File: src/rtl/qspi_flash_burst_reader.sv
// SPI/QSPI flash burst reader: one Fast Read (0Bh) or Quad Output Fast Read (6Bh) per request,
// streaming the received bytes over valid/ready with SCK stretched under backpressure.
module qspi_flash_burst_reader #(
    parameter int SCK_HALF     = 2,
    parameter int DUMMY_CYCLES = 8,
    parameter int MAX_BURST    = 256,
    parameter int CS_HIGH_MIN  = 4,
    parameter int LEN_W        = $clog2(MAX_BURST + 1)
) (
    input  logic             clk,
    input  logic             rstn,
    input  logic             start,
    input  logic [23:0]      addr,
    input  logic [LEN_W-1:0] len,
    input  logic             quad,
    input  logic             abort,
    output logic             busy,
    output logic             done,
    output logic [7:0]       out_data,
    output logic             out_valid,
    input  logic             out_ready,
    output logic             out_last,
    output logic             sck,
    output logic             cs_n,
    output logic [3:0]       io_o,
    output logic [3:0]       io_oe,
    input  logic [3:0]       io_i
);
    localparam int DIV_W = (SCK_HALF > 1) ? $clog2(SCK_HALF) : 1;
    localparam int CNT_W = 16;

    typedef enum logic [2:0] {IDLE, CMD, ADDR, DUMMY, DATA, END_CS, FIN, ZERO_LEN} state_t;
    state_t state, state_nxt;

    logic [DIV_W-1:0] div_cnt;
    logic [CNT_W-1:0] cnt;
    logic [2:0]       bit_in_byte;
    logic [31:0]      shift_out;
    logic [7:0]       shift_in;
    logic             pending, pending_last, abort_pend, quad_q;
    logic [LEN_W-1:0] len_q, byte_cnt;

    logic       active, half_end, stall, rise, fall, abort_end, xfer, accept, byte_complete;
    logic [7:0] byte_next;

    // SCK edge qualification: a rising edge is held back while a finished byte still waits for room
    always_comb begin
        active        = state inside {CMD, ADDR, DUMMY, DATA};
        half_end      = (div_cnt == DIV_W'(SCK_HALF - 1));
        xfer          = pending && (!out_valid || out_ready);
        stall         = (state == DATA) && pending && !xfer;
        abort_end     = active && !sck && half_end && (abort || abort_pend);
        rise          = active && !sck && half_end && !abort_end && !stall;
        fall          = active && sck && half_end;
        accept        = (state == IDLE) && start && (len != '0);
        byte_complete = rise && (state == DATA) &&
                        (quad_q ? (bit_in_byte == 3'd1) : (bit_in_byte == 3'd7));
        byte_next     = quad_q ? {shift_in[3:0], io_i} : {shift_in[6:0], io_i[1]};
    end

    always_ff @(posedge clk or negedge rstn) begin
        if (!rstn) state <= IDLE;
        else       state <= state_nxt;
    end

    always_comb begin
        state_nxt = state;
        busy      = 1'b1;
        done      = 1'b0;
        cs_n      = 1'b0;
        io_o      = 4'b0000;
        io_oe     = 4'b0000;
        case (state)
            IDLE: begin
                busy = 1'b0;
                cs_n = 1'b1;
                if (start) state_nxt = (len == '0) ? ZERO_LEN : CMD;
            end
            ZERO_LEN: begin
                done      = 1'b1;
                cs_n      = 1'b1;
                state_nxt = IDLE;
            end
            CMD: begin
                io_oe = 4'b1101;
                io_o  = {2'b11, 1'b0, shift_out[31]};
                if (abort_end)                         state_nxt = END_CS;
                else if (fall && cnt == CNT_W'(7))     state_nxt = ADDR;
            end
            ADDR: begin
                io_oe = 4'b1101;
                io_o  = {2'b11, 1'b0, shift_out[31]};
                if (abort_end)                         state_nxt = END_CS;
                else if (fall && cnt == CNT_W'(23))    state_nxt = DUMMY;
            end
            DUMMY: begin
                if (!quad_q) begin
                    io_oe = 4'b1101;
                    io_o  = 4'b1100;
                end
                if (abort_end)                                       state_nxt = END_CS;
                else if (fall && cnt == CNT_W'(DUMMY_CYCLES - 1))    state_nxt = DATA;
            end
            DATA: begin
                if (!quad_q) begin
                    io_oe = 4'b1101;
                    io_o  = 4'b1100;
                end
                if (abort_end)                          state_nxt = END_CS;
                else if (fall && byte_cnt == len_q)     state_nxt = END_CS;
            end
            END_CS: begin
                cs_n = 1'b1;
                if (cnt == CNT_W'(CS_HIGH_MIN - 1)) state_nxt = FIN;
            end
            FIN: begin
                busy      = 1'b0;
                done      = 1'b1;
                cs_n      = 1'b1;
                state_nxt = IDLE;
            end
            default: state_nxt = IDLE;
        endcase
    end

    // cnt counts SCK cycles inside CMD/ADDR/DUMMY and clk cycles inside END_CS
    always_ff @(posedge clk or negedge rstn) begin
        if (!rstn) begin
            div_cnt      <= '0;
            sck          <= 1'b0;
            cnt          <= '0;
            bit_in_byte  <= '0;
            shift_out    <= '0;
            shift_in     <= '0;
            pending      <= 1'b0;
            pending_last <= 1'b0;
            abort_pend   <= 1'b0;
            quad_q       <= 1'b0;
            len_q        <= '0;
            byte_cnt     <= '0;
            out_data     <= '0;
            out_valid    <= 1'b0;
            out_last     <= 1'b0;
        end else begin
            if (!active) begin
                div_cnt <= '0;
                sck     <= 1'b0;
            end else if (half_end) begin
                if (rise) begin
                    sck     <= 1'b1;
                    div_cnt <= '0;
                end else if (fall) begin
                    sck     <= 1'b0;
                    div_cnt <= '0;
                end
            end else begin
                div_cnt <= div_cnt + DIV_W'(1);
            end

            if (state_nxt != state)            cnt <= '0;
            else if (fall || state == END_CS)  cnt <= cnt + CNT_W'(1);

            if (accept) begin
                shift_out   <= {(quad ? 8'h6B : 8'h0B), addr};
                len_q       <= len;
                quad_q      <= quad;
                byte_cnt    <= '0;
                bit_in_byte <= '0;
            end else if (fall && (state == CMD || state == ADDR)) begin
                shift_out <= {shift_out[30:0], 1'b0};
            end

            if (rise && state == DATA) begin
                shift_in    <= byte_next;
                bit_in_byte <= byte_complete ? 3'd0 : bit_in_byte + 3'd1;
                if (byte_complete) byte_cnt <= byte_cnt + LEN_W'(1);
            end

            abort_pend <= active && (abort || abort_pend);

            if (abort_end) begin
                pending <= 1'b0;
            end else if (byte_complete) begin
                pending      <= 1'b1;
                pending_last <= (byte_cnt == len_q - LEN_W'(1));
            end else if (xfer) begin
                pending <= 1'b0;
            end

            if (xfer) begin
                out_data  <= shift_in;
                out_valid <= 1'b1;
                out_last  <= pending_last;
            end else if (out_ready) begin
                out_valid <= 1'b0;
                out_last  <= 1'b0;
            end
        end
    end
endmodule
File: config.mk
export PLATFORM = sky130hd
export DESIGN_NAME = qspi_flash_burst_reader
export DESIGN_NICKNAME = d
export VERILOG_FILES = /design/src/rtl/qspi_flash_burst_reader.sv
export SDC_FILE = /design/constraint.sdc
export NUM_CORES = 1
export LEC_CHECK = 0
export CAP_MARGIN = 40
export CORE_MARGIN = 10
export CORE_UTILIZATION = 30
export CTS_BUF_LIST = sky130_fd_sc_hd__clkbuf_16
export CTS_CLUSTER_DIAMETER = 100
export CTS_CLUSTER_SIZE = 40
export DETAILED_ROUTE_END_ITERATION = 10
export PLACE_DENSITY = 0.61
export SLEW_MARGIN = 30
export SYNTH_ARGS = -nofsm -noshare
export SYNTH_HDL_FRONTEND = slang
export SYNTH_SLANG_ARGS = --single-unit
File: constraint.sdc
create_clock -name clk -period 6.1 [get_ports clk]
set_input_delay 1.22 -clock clk [delete_from_list [all_inputs] [get_ports clk]]
set_output_delay 1.22 -clock clk [all_outputs]
set_load 0.03 [all_outputs]
## After elaboration in Yosys (flattened, before gate mapping)

Cells that the tools add are included.

- Register bits: 96
- Bits of input ports: 43
- Output and inout port bits: 22
- Word-level logic and storage cells: 129

- Add/sub/neg operators: 5
- Equality and inequality tests: 17
- Mux-type cells: 46
- Bitwise operators: 1
- Reduce and logical (&&, ||, !) cells: 44

Operator list:

| kind | count |
|---|---|
| two-way mux 32 bit | 2 |
| two-way mux 3 bit | 14 |
| two-way mux 16 bit | 2 |
| two-way mux 9 bit | 3 |
| one-hot mux 3 bit (7 select lines) | 1 |
| logical AND 1 bit | 19 |
| equality test 9 bit | 2 |
| two-way mux 1 bit | 18 |
| adder 16 x 1 -> 16 bit, second input constant | 1 |
| equality test 16 x 2 -> 1 bit, second input constant | 1 |
| equality test 16 x 3 -> 1 bit, second input constant | 1 |
| equality test 16 x 5 -> 1 bit, second input constant | 1 |
| one-hot mux 4 bit (2 select lines) | 2 |
| equality test 3 bit, second input constant | 5 |
| adder 9 x 1 -> 9 bit, second input constant | 1 |
| logical NOT 9 bit | 1 |
| nonzero test 9 bit | 1 |
| subtractor 9 x 1 -> 9 bit, second input constant | 1 |
| two-way mux 4 bit | 2 |
| two-way mux 8 bit | 1 |
| nonzero test 2 bit | 4 |
| OR reduction 2 bit | 4 |
| two-way mux 7 bit | 1 |
| equality test 3 x 1 -> 1 bit, second input constant | 2 |
| other kinds (14) | 23 |

## Depth between registers and ports, before layout

Gate-level depths: netlist of run 1.

- Word-level depth: 12
- Mapped depth: 8
- Depth with buffers taken out: 8

## Least setup slack after synthesis of run 1

No wires, ideal clock.

- Path type: flip-flop to output port
- From: reg state[0]
- To: out io_o[3]
- Arrival time: 2.008 ns
- Data required time: 4.880 ns
- Path slack: 2.872 ns
- Stages on the path, launching flop included: 6
- Buffers on the path: 2
- Path through: dfrtp_1 clkbuf_8 nor3b_2 a21oi_1 o21ai_0 buf_4

- Longest elaborated chain between the ends: 3
- Elaborated cells between the ends (all ways): 7
- Classes of those cells: eq/ne (4); mux (1); reduce/logical (2)

RTL lines:

| item | RTL line | text |
|---|---|---|
| start: declaration | 33 | `state_t state, state_nxt;` |
| start signal: assignment | 63 | `else state <= state_nxt;` |
| equality test 3 x 2 -> 1 bit, or another cell as far along | 73 | `case (state)` |
| OR reduction 2 bit (no source line) | -- |  |
| one-hot mux 4 bit (2 select lines) * | 73 |  |
| end: declaration | 25 | `output logic [3:0] io_o,` |

Every way passes the cells marked *; elsewhere a longest branch is shown, timed or not.

## Worst setup path in the final report of run 1

- From: reg state[0]
- To: out io_o[2]

Same word-level chain as after synthesis.

==> results of run 1 <==
-- registers in the layout (all words and copies together), names as in the netlist --
signal,count
pending_last,1
sck,1
out_last,1
pending,1
bit_in_byte,3
byte_cnt,9
state,3
len_q,9
shift_in,8
cnt,16
out_valid,1
out_data,8
div_cnt,1
quad_q,1
shift_out,32
abort_pend,1
-- worst reg2reg max path: cells and delay by family (launching register included) --
kind	cells	cell delay, ns
and+or+nand+nor	5	1.47
DFF	1	0.71
AOI/OAI and AO/OA	1	0.40
-- cells in the mapped netlist (all sizes together) (2+ instances only) --
library cell  count  area share, %
inv              11           0.85
nor4b             3           0.80
a211oi            2           0.41
xor2              9            1.6
clkbuf           21            2.0
nand3b            2           0.31
xnor2            23            4.1
o31ai             3           0.46
nand2           103            7.9
ha                4            1.0
buf              10            1.6
a22o              7            1.3
dfrtp            96             49
or3               3           0.49
nand4            13            1.8
or2               2           0.26
nor4              3           0.39
nor3b             5           0.87
nor2             40            3.1
nor2b             4           0.51
mux2i            11            2.3
and3              6           0.82
a31oi             4           0.51
and4              2           0.39
nand3            12            1.2
o22a              3           0.54
a22oi            21            3.2
o211ai            4           0.62
nor3             10            1.0
nand2b            4           0.51
o21ai            25            2.6
or4               2           0.39
a21oi            14            1.7
mux2              9            2.1
-- cells by family after synthesis --
family	count (synthesis)	share of synthesized area, %
muxes	20	4.342
and+or+nand+nor	221	22.12
xor gates and xnor gates	32	5.755
buffers and inverters	42	4.496
other	1	0.07701
AOI/OAI and AO/OA	92	12.85
DFF	96	49.33
adders and majority gates	4	1.028
-- power by group through the flow --
stage	combinational, mW	sequential, mW	clock (mW)
after floorplan	0.695	0.941	0
after global placement	0.820	1.01	0
after detailed placement	0.845	1.02	0
after CTS	0.847	1.01	0.572
after global routing	0.946	1.04	0.598
final	0.845	1.01	0.555
-- worst min-delay path by stage --
stage	startpoint	to
6_report	shift_out[17]	shift_out[17]
4_1_cts	shift_out[17]	shift_out[17]
5_1_grt	shift_out[16]	shift_out[16]
2_1_floorplan	shift_out[1]	shift_out[1]
3_3_place_gp	shift_out[16]	shift_out[16]
3_5_place_dp	shift_out[17]	shift_out[17]
-- routing by layer --
metal	vias to the layer above	GRT usage, %	share of wire, %
met4	0	3.271	0.56
met1	1850	13.78	49
li1	1861	-	-
met2	48	17.31	48
met5	-	0	0
met3	4	3.266	3.1
-- layout make-up --
type	count	area, sq um	area share (%)
Clock buffer	9	225.2	3.774
Timing Repair Buffer	70	704.4	11.80
Tap cell	216	270.3	4.528
Clock inverter	7	62.56	1.048
Inverter	11	41.29	0.6918
Sequential cell	96	2402	40.25
Multi-Input combinational cell	371	2262	37.90
-- per-stage QoR --
stage	hold slack, ns	power [mW]	cells	setup WS (ns)	utilization (%)
floorplan	0.4458	1.635	509	2.872	-
global placement	0.4594	1.827	759	2.121	35.33
detailed placement	0.4637	1.861	760	2.047	35.53
CTS	0.4802	2.428	776	2.080	37.34
global route	0.5107	2.585	780	1.944	37.57
finish	0.4751	2.410	780	2.141	37.57
==> summary.txt, run 1 <==
DRT iter0 DRCs - 282
Die X - 147.4 microns
Pins Over Slew Limit - 0
Largest net degree at the start of global routing - 51
RD Place Congestion - 0.8648
Startpoint Class - flop
Iteration count of the initial detailed-routing pass - 5
Total Routing Usage GR - 10.83%
CTS tree - yes
Hold Crit Depth - 2
Arrival @ worst endpoint - 2.74 ns
Crit path launch - state[0]
Post-synthesis to final-layout area growth - 22.56%
Num CTS Buffers - 9
Final setup fails - 0
Flop pwr share - 41.9%
Max cap viols - 0
Synthesized cell area - 0.004870 sq mm
Clock skew - 0.009223 ns
Fill count - 1,620
Clk slew on worst S/H paths - 0.07 ns
Max Fclk - 252.6 MHz
Worst R2R End - cnt[9]
Mean routed wirelength per cell - 14.88 microns
Via count - 3,763
Period minus WS final - 3.959 ns
Leak pwr - 2.595 nW
CP Max Fanout - 19
Diodes inserted - 0
Tcrit/Tclk final - 64.90%
Status - finished, final reports clean
Commonest non-fill, non-tap cell in the layout - nand2_1
Post-CTS Setup Bufs - 0
Core ar. - 0.01589 sq mm
Crit-path slowest cell - clkdlybuf4s50_1
Clock power frac - 23.0%
Final hold violations - 0
Vias in the first global route - 3,804
Critical Path Max Stage Delay - 0.80 ns
RSZ-0062 raised after global routing - no
RR Startpoint - state[0]
Most frequent cells in the layout - nand2_1, dfrtp_1, clkdlybuf4s50_1, nor2_1, o21ai_0
Cell Area, Placed - 0.005644 sq mm
Internal - 1.504 mW
Routed WL - 11.61 mm
Min-Delay Path Class - flop to flop
Port Buffers - 62
H-tree levels - 3
Cell count along the critical path - 4
HPWL after DPL - 8.353 mm
FF-to-FF path depth - 6
Avg Cell Area, Syn - 9.586 sq um
Syn Inst Count - 508
Crit path kind - flop to output port
Max Buffers Root-to-Sink - 2
Total gr overflow - 0
Residual DRC count - 0
Net Sw Power - 0.9061 mW
Critical path's top delay family - buffers and inverters
First-pass GRT wire length - 19.41 mm
Synth cell types - 64
Seq cells post-synth - 96
Maximum vdd drop - 0.0001649 V
Die Footprint - 0.02173 sq mm
Initial Utilization - 30.66%
Cts hold-fix bufs - 0
Vias per cell - 4.824
Layout cells sized above 1 - 8.688%
Ys async rst share - 100.0%
Ys flop type - dfrtp_1
# clock sinks - 96
Sequential share of the synthesized area - 49.33%
Reg2reg setup slack - 3.39 ns
Die Ht - 147.4 microns
CP Data Required Time - 4.88 ns
TNS Setup - 0 ns
Post-cts sizing count - 0
Worst relative slew slack - 57.85%
Critical Path Sink - io_o[2]
Worst Path Buf+Inv - 1
Initial antenna violation count - 0
Final nets - 606
Least-Margin Pin Slew - 0.6311 ns
Worst skew pair latency - 0.35 ns
PwrDens - 403.8 mW/mm^2
EDFF count, synth - 0
I/O pin count - 65
Design Area, Final - 0.005968 sq mm
CP endpoint kind - output port
Crit-path cells - nor3b_2, a21oi_1, o21ai_0, clkdlybuf4s50_1
Switch share - 37.60%
Antenna viol nets, final - 0
Gate power share - 35.1%
CTS Root Cell - clkbuf_16
Row count - 46
Yosys warns - 0
Note: power is estimated with default switching activity, not from simulation.
==> inputs of run 2 (changes only) <==
==> constraint.sdc (replaced) <==
create_clock -name clk -period 4 [get_ports clk]
set_input_delay 0.8 -clock clk [delete_from_list [all_inputs] [get_ports clk]]
set_output_delay 0.8 -clock clk [all_outputs]
set_load 0.03 [all_outputs]
==> summary.txt, run 2 (synthesized netlist as in run 1, its figures left out) <==
Die Ht - 147.4 microns (unchanged)
# clock sinks - 96 (unchanged)
Tcrit/Tclk final - 85.63%
Max Buffers Root-to-Sink - 2 (unchanged)
Routed WL - 11.41 mm (-1.8%)
Vias in the first global route - 3,805 (+0.026%)
Max cap viols - 0 (unchanged)
Die Footprint - 0.02173 sq mm (unchanged)
Post-synthesis to final-layout area growth - 22.61% (about the same)
Port Buffers - 62 (unchanged)
Cts hold-fix bufs - 0 (unchanged)
Final nets - 609 (+0.50%)
Worst relative slew slack - 57.43% (-0.42 points)
Crit path kind - flop to output port
Commonest non-fill, non-tap cell in the layout - nand2_1
Post-route core utilization - 37.59% (about the same)
CP Max Fanout - 13 (-6)
H-tree levels - 3 (unchanged)
TNS Setup - 0 ns (unchanged)
Core ar. - 0.01589 sq mm (unchanged)
CTS Root Cell - clkbuf_16
Period minus WS final - 3.425 ns
Arrival @ worst endpoint - 2.63 ns (-0.11 ns)
Crit-path slowest cell - clkdlybuf4s50_1
CP endpoint kind - output port
Final setup fails - 0 (unchanged)
Total Routing Usage GR - 10.77% (-0.059 points)
Num CTS Buffers - 9 (unchanged)
Post-CTS Setup Bufs - 0 (unchanged)
Iteration count of the initial detailed-routing pass - 4 (-1)
Row count - 46 (unchanged)
Layout cells sized above 1 - 9.700% (+1.0 points)
RSZ-0062 raised after global routing - no
Via count - 3,754 (-0.24%)
Startpoint Class - flop
Total gr overflow - 0 (unchanged)
Antenna viol nets, final - 0 (unchanged)
Worst Path Buf+Inv - 1 (unchanged)
Diodes inserted - 0 (unchanged)
CTS tree - yes
Pins Over Slew Limit - 0 (unchanged)
Crit-path cells - nor3b_2, a21oi_1, o21ai_0, clkdlybuf4s50_1
Vias per cell - 4.794 (-0.62%)
Most frequent cells in the layout - nand2_1, dfrtp_1, clkdlybuf4s50_1, nor2_1, o21ai_0
I/O pin count - 65 (unchanged)
Most flops, register - shift_out
First-pass GRT wire length - 19.29 mm (-0.64%)
Clk slew on worst S/H paths - 0.07 ns (about the same)
Critical Path Max Stage Delay - 0.80 ns (about the same)
RD Place Congestion - 0.8628 (-0.23%)
FF-to-FF path depth - 7 (+1)
Max reg flops - 32 (unchanged)
Residual DRC count - 0 (unchanged)
Final hold violations - 0 (unchanged)
Biggest regs - shift_out x32, cnt x16
Status - finished, final reports clean
CP Data Required Time - 3.20 ns (-1.68 ns)
Worst skew pair latency - 0.35 ns (about the same)
Min-Delay Path Class - input pin to async pin
WHS - 0.3964 ns (-0.07867 ns)
PwrDens - 619.1 mW/mm^2 (+53%)
Pwr Total - 3.696 mW (+53%)
Leak pwr - 2.586 nW (-0.35%)
Initial antenna violation count - 0 (unchanged)
Critical path's top delay family - buffers and inverters
Cell count along the critical path - 4 (unchanged)
Post-cts sizing count - 0 (unchanged)
Least-Margin Pin Slew - 0.6374 ns (+0.006309 ns)
Initial Utilization - 30.66% (unchanged)
HPWL after DPL - 8.386 mm (+0.39%)
Mean routed wirelength per cell - 14.57 microns (-2.1%)
DRT iter0 DRCs - 291 (+3.2%)
Max Fclk - 291.9 MHz
Die X - 147.4 microns (unchanged)
Maximum vdd drop - 0.0003211 V (+95%)
Clock skew - 0.004599 ns (-0.004624 ns)
Largest net degree at the start of global routing - 39 (-24%)
-- run 2: cell count changes in the layout (fill, tap and decap cells not counted), moves of 2 or more --
cell / previous run / this run
buf_4: 4 / 12
inv_6: 2 / 0
clkinv_1: 2 / 0
clkinvlp_4: 0 / 3
clkinv_4: 0 / 2
-- run 2: layout make-up --
class | count | area, sq um
inverter | 11 | 41.29
sequential | 96 | 2402
fill | 1588 | 9915
tap | 216 | 270.3
clock inverter | 7 | 73.82
timing repair buffer | 73 | 700.7
clock buffer | 9 | 225.2
multi-input combinational | 371 | 2257
-- run 2: through the flow --
stage          setup slack (ns)  cell area [sq um]  cells
3_5_place_dp             0.8719               5672    767
6_report                 0.5747               5971    783
2_1_floorplan             1.192               4873    509
4_1_cts                  0.5318               5971    783
5_1_grt                  0.3806               5971    783
3_3_place_gp             0.8575               5672    767
-- run 2: final timing paths --
check                         startpoint       endpoint  slack, ns
min in group clk           shift_out[21]  shift_out[21]       0.48
max in group asynchronous           rstn  shift_out[17]       2.76
setup / recovery                state[2]        io_o[3]       0.57
setup reg to reg                state[0]        cnt[13]       1.32
hold / removal                      rstn    byte_cnt[3]       0.40
hold reg to reg            shift_out[21]  shift_out[21]       0.48
-- run 2: layer usage --
metal	global-route usage, %	share of wire [%]
met5	0	0
met4	4.757	1.8
met3	2.595	4.5
met2	16.84	46
met1	13.84	48
-- run 2: power breakdown --
part	internal [mW]	switching, mW	total, mW
logic	0.573	0.746	1.32
registers	1.25	0.261	1.51
clock network	0.484	0.384	0.868
total	2.31	1.39	3.70
